==> src/rtl/rv_test_pkg.sv <==
// Shared types for the RISC-V test monitor: FSM state and verdict encoding.
package rv_test_pkg;

  typedef enum logic [2:0] {
    ST_IDLE    = 3'd0,
    ST_RUN     = 3'd1,
    ST_PASS    = 3'd2,
    ST_FAIL    = 3'd3,
    ST_TIMEOUT = 3'd4
  } state_e;

  typedef enum logic [1:0] {
    VERDICT_NONE    = 2'd0,
    VERDICT_PASS    = 2'd1,
    VERDICT_FAIL    = 2'd2,
    VERDICT_TIMEOUT = 2'd3
  } verdict_e;

  // Terminal state reached for a given verdict
  function automatic state_e verdict_state(input verdict_e v);
    case (v)
      VERDICT_PASS:    return ST_PASS;
      VERDICT_FAIL:    return ST_FAIL;
      VERDICT_TIMEOUT: return ST_TIMEOUT;
      default:         return ST_RUN;
    endcase
  endfunction

endpackage

==> src/rtl/sat_counter.sv <==
// Up-counter that stops at MAX; synchronous active-high reset.
module sat_counter #(
  parameter int unsigned WIDTH = 8,
  parameter int unsigned MAX   = 255
) (
  input  logic             clk,
  input  logic             rst,
  input  logic             en,
  output logic [WIDTH-1:0] count,
  output logic             at_max
);

  logic [WIDTH-1:0] count_q;
  logic [WIDTH-1:0] count_d;

  assign at_max = (count_q == WIDTH'(MAX));
  assign count  = count_q;

  // Increment when enabled, never past MAX
  always_comb begin
    count_d = count_q;
    if (en && !at_max) begin
      count_d = count_q + WIDTH'(1);
    end
  end

  // Count register
  always_ff @(posedge clk) begin
    if (rst) begin
      count_q <= '0;
    end else begin
      count_q <= count_d;
    end
  end

endmodule

==> src/rtl/rv_test_monitor.sv <==
// Test-completion monitor for a RISC-V core: watches the PC for END_PC and
// reports pass/fail from gp (x3), or a timeout after TIMEOUT run cycles.
// Optional build macro TEST_MONITOR_TOHOST_EN adds a tohost store snoop.
module rv_test_monitor
  import rv_test_pkg::*;
#(
  parameter int unsigned       XLEN        = 32,
  parameter logic [XLEN-1:0]   END_PC      = XLEN'(32'h44),
  parameter int unsigned       TIMEOUT     = 5000,
  parameter logic [XLEN-1:0]   TOHOST_ADDR = XLEN'(32'h1000),
  localparam int unsigned      CW          = $clog2(TIMEOUT + 1)
) (
  input  logic            clk,
  input  logic            rst,
  input  logic [XLEN-1:0] pc_i,
  input  logic            pc_valid_i,
  input  logic [XLEN-1:0] gp_i,
`ifdef TEST_MONITOR_TOHOST_EN
  input  logic            mem_we_i,
  input  logic [XLEN-1:0] mem_addr_i,
  input  logic [XLEN-1:0] mem_wdata_i,
`endif
  output logic            done_o,
  output logic            pass_o,
  output logic            fail_o,
  output logic            timeout_o,
  output logic [XLEN-2:0] test_num_o,
  output logic [CW-1:0]   cycle_count_o
);

  state_e          state_q, state_d;
  logic            done_q, done_d;
  logic            pass_q, pass_d;
  logic            fail_q, fail_d;
  logic            timeout_q, timeout_d;
  logic [XLEN-2:0] test_num_q, test_num_d;
  logic            cnt_en_c;
  logic            cnt_at_max_c;
  logic            end_hit_c;
  logic            tohost_hit_c;
  logic [XLEN-2:0] tohost_code_c;

  assign end_hit_c = pc_valid_i && (pc_i == END_PC);

`ifdef TEST_MONITOR_TOHOST_EN
  // Only stores with bit0 set to the tohost word signal completion
  assign tohost_hit_c  = mem_we_i && (mem_addr_i == TOHOST_ADDR) && mem_wdata_i[0];
  assign tohost_code_c = mem_wdata_i[XLEN-1:1];
`else
  logic unused_tohost_c;
  assign unused_tohost_c = ^TOHOST_ADDR;
  assign tohost_hit_c    = 1'b0;
  assign tohost_code_c   = '0;
`endif

  // Run-cycle counter, frozen outside RUN and on the completing cycle
  sat_counter #(
    .WIDTH (CW),
    .MAX   (TIMEOUT)
  ) u_cycle_cnt (
    .clk    (clk),
    .rst    (rst),
    .en     (cnt_en_c),
    .count  (cycle_count_o),
    .at_max (cnt_at_max_c)
  );

  // Next-state and verdict logic; completion outranks timeout, END_PC outranks tohost
  always_comb begin
    verdict_e verdict_c;
    state_d    = state_q;
    done_d     = done_q;
    pass_d     = pass_q;
    fail_d     = fail_q;
    timeout_d  = timeout_q;
    test_num_d = test_num_q;
    cnt_en_c   = 1'b0;
    verdict_c  = VERDICT_NONE;

    case (state_q)
      ST_IDLE: begin
        state_d = ST_RUN;
      end
      ST_RUN: begin
        if (end_hit_c) begin
          if (gp_i == XLEN'(1)) begin
            verdict_c = VERDICT_PASS;
          end else begin
            verdict_c  = VERDICT_FAIL;
            test_num_d = gp_i[XLEN-1:1];
          end
        end else if (tohost_hit_c) begin
          if (tohost_code_c == '0) begin
            verdict_c = VERDICT_PASS;
          end else begin
            verdict_c  = VERDICT_FAIL;
            test_num_d = tohost_code_c;
          end
        end else if (cnt_at_max_c) begin
          verdict_c = VERDICT_TIMEOUT;
        end else begin
          cnt_en_c = 1'b1;
        end

        if (verdict_c != VERDICT_NONE) begin
          state_d   = verdict_state(verdict_c);
          pass_d    = (verdict_c == VERDICT_PASS);
          fail_d    = (verdict_c == VERDICT_FAIL);
          timeout_d = (verdict_c == VERDICT_TIMEOUT);
          done_d    = 1'b1;
        end
      end
      default: begin
        state_d = state_q;
      end
    endcase
  end

  // State and registered outputs; reset overrides any same-cycle completion
  always_ff @(posedge clk) begin
    if (rst) begin
      state_q    <= ST_IDLE;
      done_q     <= 1'b0;
      pass_q     <= 1'b0;
      fail_q     <= 1'b0;
      timeout_q  <= 1'b0;
      test_num_q <= '0;
    end else begin
      state_q    <= state_d;
      done_q     <= done_d;
      pass_q     <= pass_d;
      fail_q     <= fail_d;
      timeout_q  <= timeout_d;
      test_num_q <= test_num_d;
    end
  end

  assign done_o     = done_q;
  assign pass_o     = pass_q;
  assign fail_o     = fail_q;
  assign timeout_o  = timeout_q;
  assign test_num_o = test_num_q;

endmodule

==> config.mk <==
export PLATFORM = sky130hd
export DESIGN_NAME = rv_test_monitor
export DESIGN_NICKNAME = d
export VERILOG_FILES = /design/src/rtl/rv_test_pkg.sv /design/src/rtl/sat_counter.sv /design/src/rtl/rv_test_monitor.sv
export SDC_FILE = /design/constraint.sdc
export NUM_CORES = 1
export LEC_CHECK = 0
export CAP_MARGIN = 15
export CELL_PAD_IN_SITES_DETAIL_PLACEMENT = 1
export CELL_PAD_IN_SITES_GLOBAL_PLACEMENT = 1
export CORE_ASPECT_RATIO = 1.5
export CORE_MARGIN = 1
export CORE_UTILIZATION = 26
export CTS_CLUSTER_DIAMETER = 150
export DETAILED_ROUTE_END_ITERATION = 12
export HOLD_SLACK_MARGIN = 0.03
export PLACE_DENSITY = 0.84
export SKIP_LAST_GASP = 1
export SLEW_MARGIN = 15
export SYNTH_ARGS = -nofsm -noshare
export SYNTH_HDL_FRONTEND = slang
export SYNTH_SLANG_ARGS = --single-unit
export TNS_END_PERCENT = 20
==> constraint.sdc <==
create_clock -name clk -period 2.1 [get_ports clk]
set_input_delay 0.42 -clock clk [delete_from_list [all_inputs] [get_ports clk]]
set_output_delay 0.42 -clock clk [all_outputs]
set_load 0.1 [all_outputs]
==> metrics.txt, run 1 <==
Final Hold Vio Count 0; Post-CTS Hold Buffers 0; sequential area share after synthesis 40.34%; layout cells sized above 1 36.91%; total power draw 0.002069 W; Post-Syn Nets 374; DRT antenna net count 0; nets@finish 517; crit-path max FO 32; Netlist Area Pre-Place 2531 um^2; Boundary Pins 115; ANT cells 0; Routed WL per cell 16.54 um; H-tree levels 2; first-pass GRT wire length 14170 um; most frequent cells in the layout buf_4 (86), a21oi_1 (42), nand3_1 (39), dfxtp_1 (38), o21ai_1 (33); status complete, no violations; setup ws final 32.67 ps; Die Ht 122.8 um; Slew headroom 75.63%; worst setup path startpoint pc_i[23]; largest net degree at the start of global routing 38; drt pass-1 iters 4; CTS root buf clkbuf_16; synth warn 0; final period utilization 98.44%; Period minus WS final 2067 ps; DRC errors left 0; via/cell ratio 5.250; Clock Skew 6.366 ps; worst hold path class in -> reg; most common cell after layout, fill and taps aside buf_4; RSZ-0062 raised after global routing yes; Core Area 9361 um^2; Num CTS Buffers 5; post-DP HPWL 6847 um; grt total ovfl 0; TritonCTS clock tree built; clock slew at reported path FFs 70 ps; reg2reg path depth 7; Unique masters post-synth 40; clk buf depth 2; die width 82.56 um; vias in the first global route 3045; Post-Syn Area per Cell 8.354 um^2; TritonCTS Sinks 51; final setup fails 0; static leakage power 1.722 nW; Global Route Usage Sum 17.99%; synth-to-layout area growth 64.85%; WP data arrival 2250 ps; Routability Congestion 0.8084; Starting Density 27.04%; critical path class in -> reg; maximum VDD drop 0.0002831 V; Worst Path Required 2280 ps; worst hold margin 445.1 ps; Post-Place Setup Slack -629.9 ps; Crit. End Element flip-flop; Die ar. 10140 um^2; Synth Register Bits 51; antenna violations before repair 0; storage element area 1037 um^2; post-route insts no fill 559; Max Fclk 483.7 MHz; Mapped Cells 303; Post-Place Cells 544; hold path depth 3; DRT iter0 DRCs 57; pwr dens 495.9 nW/um^2; Worst-Margin Slew 364.5 ps; Worst Setup Start Kind input pin; max-slew violations 0; fill count 1125; Clock Latency Late Sink 290 ps; startpoint of the worst hold path gp_i[7]; FF-to-FF Start u_cycle_cnt.count[6]; Port Buffer Count 114; # rows 43; area of the multi-input gates 1531 um^2; Max-cap violations 0; Vias 2935; drt total wl 9245 um
-- cell families after synthesis --
kind of cell | after synthesis | share of synthesized area [%]
AOI/OAI and AO/OA | 94 | 20.32
adders and majority gates | 4 | 1.977
and+or+nand+nor | 122 | 29.16
muxes | 5 | 2.224
buffers and inverters | 27 | 5.981
DFF | 51 | 40.34
-- through the flow --
stage               setup TNS [ps]  cell area, um^2  util [%]
floorplan                   -21.11             2591         -
global placement            -17480             3943     42.11
detailed placement          -20400             3943     42.11
CTS                              0             4177     44.61
global route                -35.47             4173     44.57
finish                           0             4173     44.57
-- registers in the layout, indices dropped and copies added, names as in the netlist --
signal,count
state_q,3
u_cycle_cnt.count,13
timeout_o,1
pass_o,1
done_o,1
test_num_o,31
fail_o,1
-- power breakdown --
| part | leakage, nW | total, W | internal, W | switching [W] |
|---|---|---|---|---|
| Sequential | 0.418 | 0.000977 | 0.000972 | 0.00000559 |
| Clock | 0.0740 | 0.000810 | 0.000442 | 0.000368 |
| Combinational | 1.23 | 0.000282 | 0.000130 | 0.000151 |
-- per-layer routing --
layer | vias up | global-route usage (%) | routed length [um]
li1 | 1431 | - | -
met1 | 1400 | 18.84 | 3603
met2 | 94 | 36.16 | 5123
met3 | 10 | 2.751 | 413
met4 | 0 | 3.664 | 104
met5 | - | 0 | 0
-- worst paths after layout --
| kind | to | slack (ps) |
|---|---|---|
| setup reg to reg | pass_o | 230 |
| hold reg to reg | done_o | 480 |
| setup / recovery | test_num_o[27] | 30 |
| hold / removal | test_num_o[6] | 450 |
-- what timing repair did --
action	in CTS	in global routing
resized for setup	95	45
setup buffers	7	1
pin swaps	26	25
endpoints found under the setup margin	46	35
-- Yosys cell counts (all sizes together) --
library cell | number | share of area (%)
o21a | 1 | 0.30
nor2b | 4 | 0.99
or3 | 2 | 0.49
or4 | 7 | 2.2
nor2 | 18 | 2.7
and3 | 1 | 0.25
dfxtp | 51 | 40
nand3 | 39 | 7.7
o21ba | 2 | 0.79
buf | 10 | 3.5
nand4b | 1 | 0.35
nor4b | 6 | 2.8
or2 | 1 | 0.25
nand2 | 7 | 1.0
a21oi | 42 | 8.3
nand2b | 1 | 0.25
ha | 4 | 2.0
and2 | 1 | 0.25
a211oi | 2 | 0.59
nor4 | 19 | 5.8
o21ai | 37 | 7.3
o211ai | 2 | 0.59
o31ai | 6 | 1.8
and4b | 1 | 0.40
nor3b | 2 | 0.59
nor3 | 6 | 1.4
mux2 | 5 | 2.2
nand4 | 6 | 1.7
inv | 5 | 0.74
clkinv | 1 | 0.15
o31a | 1 | 0.35
clkbuf | 11 | 1.6
a21o | 1 | 0.30
-- critical path, stage by stage --
cell and delay (ps):
clkbuf_2 110, nor4_4 310, buf_4 150, buf_4 100
buf_4 100, nand2_1 60, or4_4 530, buf_12 180
o21ai_1 180, a21oi_1 80
-- final cells by class --
type / instances / share of cell area (%)
clock inverter: 3 / 0.4498
inverter: 6 / 0.5997
tap: 112 / 3.358
timing repair buffer: 157 / 31.03
clock buffer: 5 / 2.999
multi-input combinational: 225 / 36.70
sequential: 51 / 24.86
No activity file was read; power rests on OpenSTA's default activity.
==> run 2: changes to the inputs <==
--- a/config.mk
+++ b/config.mk
@@ -13,7 +13,7 @@
 export CORE_UTILIZATION = 26
 export CTS_CLUSTER_DIAMETER = 150
 export DETAILED_ROUTE_END_ITERATION = 12
-export HOLD_SLACK_MARGIN = 0.03
+export HOLD_SLACK_MARGIN = 0.08
 export PLACE_DENSITY = 0.84
 export SKIP_LAST_GASP = 1
 export SLEW_MARGIN = 15
==> results of run 2 <==
Same layout as run 1: the final DEF is identical, and so are final timing and power.
